`config.mk`:
```
export PLATFORM = sky130hd
export DESIGN_NAME = fp_add_scheduler
export DESIGN_NICKNAME = d
export VERILOG_FILES = /design/src/rtl/fp_add_scheduler.sv
export SDC_FILE = /design/constraint.sdc
export NUM_CORES = 1
export LEC_CHECK = 0
export BUFFER_PORTS_ARGS = -buffer_cell sky130_fd_sc_hd__buf_4
export CAP_MARGIN = 20
export CORE_ASPECT_RATIO = 1.5
export CORE_MARGIN = 2
export CORE_UTILIZATION = 30
export DETAILED_ROUTE_END_ITERATION = 16
export HOLD_SLACK_MARGIN = 0.05
export MAX_ROUTING_LAYER = met4
export PLACE_DENSITY = 0.59
export SLEW_MARGIN = 10
export SYNTH_ARGS = -nofsm -noshare
export SYNTH_HDL_FRONTEND = slang
export SYNTH_SLANG_ARGS = --single-unit
```
`constraint.sdc`:
```
create_clock -name clk -period 2.8 [get_ports clk]
set_clock_uncertainty 0.05 [all_clocks]
set_input_delay 0.14 -clock clk [delete_from_list [all_inputs] [get_ports clk]]
set_output_delay 0.14 -clock clk [all_outputs]
set_load 0.01 [all_outputs]
```
`src/rtl/fp_add_scheduler.sv`:
```
// Round-robin scheduler sharing one combinational add/sub datapath among N_REQ requesters.
// Optional FP_SCHED_STATS_EN adds stat_ops (response count) and stat_stall (saturating stall count).
module fp_add_scheduler #(
  parameter int N_REQ  = 4,
  parameter int W      = 16,
  parameter int DP_LAT = 1,
  parameter int ID_W   = 2
) (
  input  logic                  clk,
  input  logic                  rst_n,
  input  logic [N_REQ-1:0]      req_valid,
  output logic [N_REQ-1:0]      req_ready,
  input  logic [N_REQ*W-1:0]    req_a,
  input  logic [N_REQ*W-1:0]    req_b,
  input  logic [N_REQ-1:0]      req_sub,
  output logic [W-1:0]          dp_a,
  output logic [W-1:0]          dp_b,
  output logic                  dp_sub,
  input  logic [W-1:0]          dp_p,
  output logic                  rsp_valid,
  input  logic                  rsp_ready,
  output logic [W-1:0]          rsp_data,
  output logic [ID_W-1:0]       rsp_id,
  output logic                  busy
`ifdef FP_SCHED_STATS_EN
  ,
  output logic [31:0]           stat_ops,
  output logic [15:0]           stat_stall
`endif
);

  typedef enum logic [1:0] {IDLE, ISSUE, RESP} state_e;

  state_e          state_q, state_d;
  logic [ID_W-1:0] ptr_q, ptr_d;
  logic [ID_W-1:0] tag_q, tag_d;
  logic [3:0]      cnt_q, cnt_d;
  logic [W-1:0]    dp_a_q, dp_a_d;
  logic [W-1:0]    dp_b_q, dp_b_d;
  logic            dp_sub_q, dp_sub_d;
  logic [W-1:0]    rsp_data_q, rsp_data_d;
  logic [ID_W-1:0] rsp_id_q, rsp_id_d;

  logic [ID_W-1:0] gnt, gnt_hi, gnt_lo;
  logic            gnt_vld, hi_vld, lo_vld;
  logic [W-1:0]    sel_a, sel_b;
  logic            sel_sub;

  // Rotating priority as two fixed-order scans: first valid above the pointer,
  // otherwise the first valid at or below it (wrap-around).
  always_comb begin
    gnt_hi = '0;
    gnt_lo = '0;
    hi_vld = 1'b0;
    lo_vld = 1'b0;
    for (int unsigned i = 0; i < N_REQ; i++) begin
      if (req_valid[i]) begin
        if (ID_W'(i) > ptr_q) begin
          if (!hi_vld) begin
            gnt_hi = ID_W'(i);
            hi_vld = 1'b1;
          end
        end else if (!lo_vld) begin
          gnt_lo = ID_W'(i);
          lo_vld = 1'b1;
        end
      end
    end
    gnt     = hi_vld ? gnt_hi : gnt_lo;
    gnt_vld = hi_vld | lo_vld;

    sel_a     = '0;
    sel_b     = '0;
    sel_sub   = 1'b0;
    req_ready = '0;
    for (int unsigned i = 0; i < N_REQ; i++) begin
      if (ID_W'(i) == gnt) begin
        sel_a   = req_a[i*W +: W];
        sel_b   = req_b[i*W +: W];
        sel_sub = req_sub[i];
      end
      req_ready[i] = (state_q == IDLE) && gnt_vld && (ID_W'(i) == gnt);
    end
  end

  always_comb begin
    state_d    = state_q;
    ptr_d      = ptr_q;
    tag_d      = tag_q;
    cnt_d      = cnt_q;
    dp_a_d     = dp_a_q;
    dp_b_d     = dp_b_q;
    dp_sub_d   = dp_sub_q;
    rsp_data_d = rsp_data_q;
    rsp_id_d   = rsp_id_q;
    case (state_q)
      IDLE: begin
        if (gnt_vld) begin
          dp_a_d   = sel_a;
          dp_b_d   = sel_b;
          dp_sub_d = sel_sub;
          tag_d    = gnt;
          ptr_d    = gnt;
          cnt_d    = 4'(DP_LAT - 1);
          state_d  = ISSUE;
        end
      end
      ISSUE: begin
        if (cnt_q == '0) begin
          rsp_data_d = dp_p;
          rsp_id_d   = tag_q;
          state_d    = RESP;
        end else begin
          cnt_d = cnt_q - 4'd1;
        end
      end
      RESP: begin
        if (rsp_ready) state_d = IDLE;
      end
      default: state_d = IDLE;
    endcase
  end

  always_ff @(posedge clk or negedge rst_n) begin
    if (!rst_n) begin
      state_q    <= IDLE;
      ptr_q      <= ID_W'(N_REQ - 1);
      tag_q      <= '0;
      cnt_q      <= '0;
      dp_a_q     <= '0;
      dp_b_q     <= '0;
      dp_sub_q   <= 1'b0;
      rsp_data_q <= '0;
      rsp_id_q   <= '0;
    end else begin
      state_q    <= state_d;
      ptr_q      <= ptr_d;
      tag_q      <= tag_d;
      cnt_q      <= cnt_d;
      dp_a_q     <= dp_a_d;
      dp_b_q     <= dp_b_d;
      dp_sub_q   <= dp_sub_d;
      rsp_data_q <= rsp_data_d;
      rsp_id_q   <= rsp_id_d;
    end
  end

  assign dp_a      = dp_a_q;
  assign dp_b      = dp_b_q;
  assign dp_sub    = dp_sub_q;
  assign rsp_data  = rsp_data_q;
  assign rsp_id    = rsp_id_q;
  assign rsp_valid = (state_q == RESP);
  assign busy      = (state_q != IDLE);

`ifdef FP_SCHED_STATS_EN
  logic [31:0] stat_ops_q, stat_ops_d;
  logic [15:0] stat_stall_q, stat_stall_d;

  always_comb begin
    stat_ops_d   = stat_ops_q;
    stat_stall_d = stat_stall_q;
    if (state_q == RESP) begin
      if (rsp_ready) stat_ops_d = stat_ops_q + 32'd1;
      else if (stat_stall_q != '1) stat_stall_d = stat_stall_q + 16'd1;
    end
  end

  always_ff @(posedge clk or negedge rst_n) begin
    if (!rst_n) begin
      stat_ops_q   <= '0;
      stat_stall_q <= '0;
    end else begin
      stat_ops_q   <= stat_ops_d;
      stat_stall_q <= stat_stall_d;
    end
  end

  assign stat_ops   = stat_ops_q;
  assign stat_stall = stat_stall_q;
`endif

endmodule
```
# After elaboration in Yosys (flattened, before gate mapping)
# Cells that the tools add are included.
[classes]
add_sub_neg = 1
multipliers = 0
div = 0
magnitude_cmp = 4
eq_ne = 9
shifts = 0
muxes = 54
bitwise_logic = 1
reduce_logical = 14
[ops]
columns = ["operator", "count"]
rows = [
  ["$mux 16", 8],
  ["$mux 2", 16],
  ["$mux 1", 26],
  ["$mux 4", 2],
  ["$pmux 4 s2", 1],
  ["$ne 2x2->1 const B", 3],
  ["$pmux 2 s3", 1],
  ["$reduce_and 3->1", 2],
  ["$logic_and 1x1->1", 5],
  ["$eq 2x2->1 const A", 2],
  ["$gt 1x2->1 const A", 2],
  ["$gt 2x2->1 const A", 2],
  ["$logic_not 2->1", 2],
  ["$logic_not 4->1", 1],
  ["$reduce_and 2->1", 2],
  ["$reduce_bool 2->1", 2],
  ["$sub 4x1->4 const B", 1],
  ["$eq 1x2->1 const A", 1],
  ["$eq 2x1->1 const B", 1],
  ["$eq 2x2->1 const B", 1],
  ["$ne 2x1->1 const B", 1],
  ["$or 1x1->1", 1],
]
[word_totals]
ff_bits = 61
latch_bits = 0
ramBits = 0
rom_bits = 0
in_bits = 155
out_inout_bits = 57
word_cells = 92
n_memories = 0

# Depth between registers and ports, before layout
[logic_depth]
word_depth = 18
mapped_depth = 8
mapped_depth_nobuf = 7

# Least setup slack after synthesis
# OpenSTA, ideal clock, no wires.
[synth_timing]
kind = "reg2reg"
from = "reg ptr_q[0]"
to = "reg dp_a_q[13], in the netlist dp_a[13]"
setup_ns = 0.075
arrival_ns = 1.885
required_ns = 2.675
slack_ns = 0.790
path_stages_with_launch = 8
path_buffers = 2
period_less_slack_ns = 2.010
path_cell_list = "dfstp_2 nand2b_1 o21ai_0 a221oi_2 clkbuf_8 buf_12 mux2_2 o21ai_2"
[synth_between]
elab_chain_cells = 18
word_cells_on_any_way = 49
classes_between = "4 x order compare; 3 x eq/ne; 39 x mux; 1 x bitwise; 2 x reduce/logical"
[synth_lines]
columns = ["element", "line", "source"]
rows = [
  ["from (decl)", "35", "logic [ID_W-1:0] ptr_q, ptr_d;"],
  ["from (signal assigned)", "127", "ptr_q <= ID_W'(N_REQ - 1);"],
  ["from (signal assigned)", "137", "ptr_q <= ptr_d;"],
  ["$gt 1x2->1", "58", "if (ID_W'(i) > ptr_q) begin"],
  ["$mux 1", "58", ""],
  ["$mux 1", "57", "if (req_valid[i]) begin"],
  ["$mux 1, on equally long branches", "63, 59", ""],
  ["$mux 1", "58", ""],
  ["$mux 1", "57", ""],
  ["$mux 2, on equally long branches", "63, 59", ""],
  ["$mux 2", "58", ""],
  ["$mux 2", "57", ""],
  ["$mux 2, on equally long branches", "63, 59", ""],
  ["$mux 2", "58", ""],
  ["$mux 2", "57", ""],
  ["$mux 2", "69", "gnt = hi_vld ? gnt_hi : gnt_lo;"],
  ["$logic_not 2->1", "77", "if (ID_W'(i) == gnt) begin"],
  ["$mux 16 (4 in series)", "77", ""],
  ["to (signal assigned)", "140", "dp_a_q <= dp_a_d;"],
  ["to (decl)", "38", "logic [W-1:0] dp_a_q, dp_a_d;"],
]
# Several ways; a longest one is shown, not always the timed one.
# A chain may end at the register's enable or synchronous reset.

# Worst setup path in the final report
[layout_timing]
from = "reg ptr_q[0]"
to = "out req_ready[0]"
[layout_between]
elab_chain_cells = 15
word_cells_on_any_way = 43
classes_between = "4 x order compare; 35 x mux; 1 x bitwise; 3 x reduce/logical"
[layout_lines]
columns = ["element", "line", "source"]
rows = [
  ["$gt 1x2->1", "58", ""],
  ["$mux 1", "58", ""],
  ["$mux 1", "57", ""],
  ["$mux 1, on equally long branches", "63, 59", ""],
  ["$mux 1", "58", ""],
  ["$mux 1", "57", ""],
  ["$mux 2, on equally long branches", "63, 59", ""],
  ["$mux 2", "58", ""],
  ["$mux 2", "57", ""],
  ["$mux 2, on equally long branches", "63, 59", ""],
  ["$mux 2", "58", ""],
  ["$mux 2", "57", ""],
  ["$mux 2", "69", ""],
  ["$logic_not 2->1", "82", "req_ready[i] = (state_q == IDLE) && gnt_vld && (ID_W'(i) == gnt);"],
  ["$logic_and 1x1->1 (*)", "82", ""],
  ["to (decl)", "12", "output logic [N_REQ-1:0] req_ready,"],
]
# Mark *: on every way between the ends. The rest lies on a longest branch, timed or not.

==> results.md <==
* Status: finished, final reports clean
* EDFF count, synth at 0
* Largest area contributor in the synthesized netlist: dfrtp_1
* Pins Over Slew Limit at 0
* Synthesized cell area at 3582 sq um
* Die width at 93.22 microns
* Power per cell area at approximately 1000 nW/um^2
* Clk pwr share at between 15 and 20%
* Fraction of layout cells with a size suffix above 1 at 53.93%
* Total Wirelength at between 10000 and 15000 microns
* Setup bufs post-CTS at 0
* CTS buffer count at 9
* DP Worst Slack at just under 0.7 ns
* Hold Violations, Final at 0
* FILL cells at ~1100
* Die area at roughly 13000 sq um
* Yosys warns at 0
* P_sw at around 0.0021 W
* Async SR Flop Fraction at 100.0%
* CTS resizes at 0
* FP Rows at 48
* Highest clock rate at about 420 MHz
* Worst-margin pin slew at between 0.7 and 0.8 ns
* Hold Path Class: in -> reg
* Syn Inst Count at roughly 320
* Largest net degree at the start of global routing at 62
* Initial Utilization at 30.90%
* Syn Nets at 475
* Pint at around 0.0036 W
* RSZ-0062 raised after global routing: no
* Post-synthesis compound-gate area fraction at approximately 7.3%
* Critical Path End Type: output pin
* Worst-path fanout max at 39
* Global route overflow at 0
* GRT Total Usage at roughly 16%
* First-pass GRT wire length at around 16000 microns
* Clk sink count at between 60 and 70
* Via count at 3181
* Synth unique cells at 34
* Peak VDD IR at roughly 520 uV
* Relative slew slack at between 40 and 50%
* Die Y at roughly 140 microns
* GPL Wtd Cong at between 0.7 and 0.8
* Antenna cells at 0
* Setup WS post-layout at between 0.4 and 0.5 ns
* IO Count at 212
* Crit share post-route at 84.86%
* Largest family of logic cells by synthesized area: multiplexers
* # H-tree levels at 3
* Quantity of I/O buffers inserted on ports at 211
* Post-synthesis sequential area ratio at between 40% and 50%
* Initial antenna violation count at 0
* Synth area leaders: dfrtp_1, mux2i_1, mux2_2
* Share of the synthesized area in the top cell type at 41.22%
* Hold buffer count at cts at 18
* Combinational Power Share at roughly 55%
* Vias/cell at 4.564
* Static leakage at around 2.9 nW
* Tot Pwr at about 0.0057 W
* Multiplexer share of the synthesized area at 34.47%
* Kind of critical path: reg -> out
* CTS tree: done
* Clock root cell: clkbuf_16
* DR WL/cell at ~15 microns
* Area added between synthesis and finish at 58.61%
* FF+latch count, synth at just over 60
* Seq pwr share at between 20 and 30%
* Simple-gate portion of the synthesized area at 7.824%
* Critical path startpoint category: flop
* Worst-path clk slew at approximately 0.060 ns
* Clock tree buffer depth at 2
* Main flop type after synthesis: dfrtp_1
* Switching part of the total power at around 37%
* Setup TNS at 0 ns
* Fin crit period at ~2.4 ns
* Final HPWL DP at 7801 microns
* Nets at around 700
* Top-count cell post-synth: mux2i_1
* Final setup violation count at 0
* Fin util at roughly half
* Core ar. at roughly 12000 sq um
* Data arrival, critical path at between 2 and 2.5 ns
* Initial DRC count at 44
* Syn_area_per_cell at 11.23 sq um
* Clk_lat worst skew at approximately 0.32 ns
* Post-synth top cells: mux2i_1, dfrtp_1, mux2_2
* CP Data Required Time at between 2 and 3 ns
* MaxCap Viol Count at 0
* TritonRoute pass-1 iters at 4
* ANT nets after route at 0
* Synthesized-area fraction occupied by adder cells at less than 1%
* Vias in the first global route at around 3400
* Post-Synth XOR/XNOR Area at less than 1%
* Worst hold slack at around 0.15 ns
* Post-route DRC at 0
[routing by layer]
metal | part of all wire (%) | global-route usage, % | wire (microns)
met1 | 34 | 16.56 | 3418
met2 | 60 | 30.94 | 6032
met3 | 5.7 | 3.665 | 578
met4 | 1.0 | 5.719 | 102
met5 | 0 | - | 0
[cells in the final DEF (no fill, tap or decap), drive strengths merged, types with 3 or more instances in the layout]
cell,instances
nor3b,3
mux2,51
dlygate4sd3,18
nand2,40
clkbuf,9
mux2i,66
clkinvlp,4
nor2,10
o21ai,36
inv,7
clkinv,3
buf,217
dfrtp,59
[state kept, by name, indices dropped and copies added (netlist names)]
| register | flops |
|---|---|
| dp_sub | 1 |
| state_q | 2 |
| cnt_q | 4 |
| tag_q | 2 |
| rsp_data | 16 |
| dp_b | 16 |
| rsp_id | 2 |
| ptr_q | 2 |
| dp_a | 16 |
[final cells by class]
type / instances / area (sq um) / area share (%)
tap: 150 / 187.7 / 3.303
multi-input combinational: 228 / 1827 / 32.15
inverter: 7 / 26.28 / 0.4625
timing repair buffer: 235 / 1834 / 32.28
clock buffer: 9 / 225.2 / 3.964
clock inverter: 7 / 52.55 / 0.9249
sequential: 61 / 1529 / 26.91
[cells by family (layout without fill, tap and decap cells)]
family | Yosys count | after routing
multiplexers | 117 | 117
flip-flops | 61 | 61
AND/OR/NAND/NOR | 64 | 64
XOR/XNOR | 2 | 2
adder cells (fa/ha/maj) | 1 | 1
buffers and inverters | 30 | 258
AO/OA/AOI/OAI | 44 | 44
[stage by stage]
stage                     area [sq um]  std cells
after floorplan                   3582        319
after global placement            5224        663
after detailed placement          5224        663
after CTS                         5682        697
after global routing              5682        697
final                             5682        697
[path summary, 6_finish.rpt]
path | depth (start not counted) | slack [ns] | endpoint | from
min in group asynchronous | 2 | 0.39 | dp_b[1] | rst_n
worst max-delay path | 6 | 0.42 | req_ready[0] | ptr_q[0]
worst min-delay path | 4 | 0.15 | cnt_q[1] | req_valid[2]
max in group asynchronous | 2 | 1.78 | dp_a[1] | rst_n
worst min register to register | 2 | 0.43 | dp_b[15] | dp_b[15]
worst max register to register | 6 | 0.69 | dp_a[12] | ptr_q[0]
[power by group through the flow]
| stage | clock (W) | combinational, W | sequential, W |
|---|---|---|---|
| after floorplan | 0 | 0.00196 | 0.00176 |
| after global placement | 0 | 0.00312 | 0.00160 |
| after detailed placement | 0 | 0.00320 | 0.00162 |
| after CTS | 0.00105 | 0.00322 | 0.00161 |
| after global routing | 0.00109 | 0.00347 | 0.00167 |
| final | 0.00101 | 0.00314 | 0.00160 |
[critical path: stages (launching register included)]
cell,delay (ns)
dfstp_2,0.53
nand2b_1,0.16
o21ai_0,0.17
a221oi_4,0.35
buf_12,0.28
nor3b_1,0.22
buf_4,0.15
Note: power is estimated with default switching activity, not from simulation.
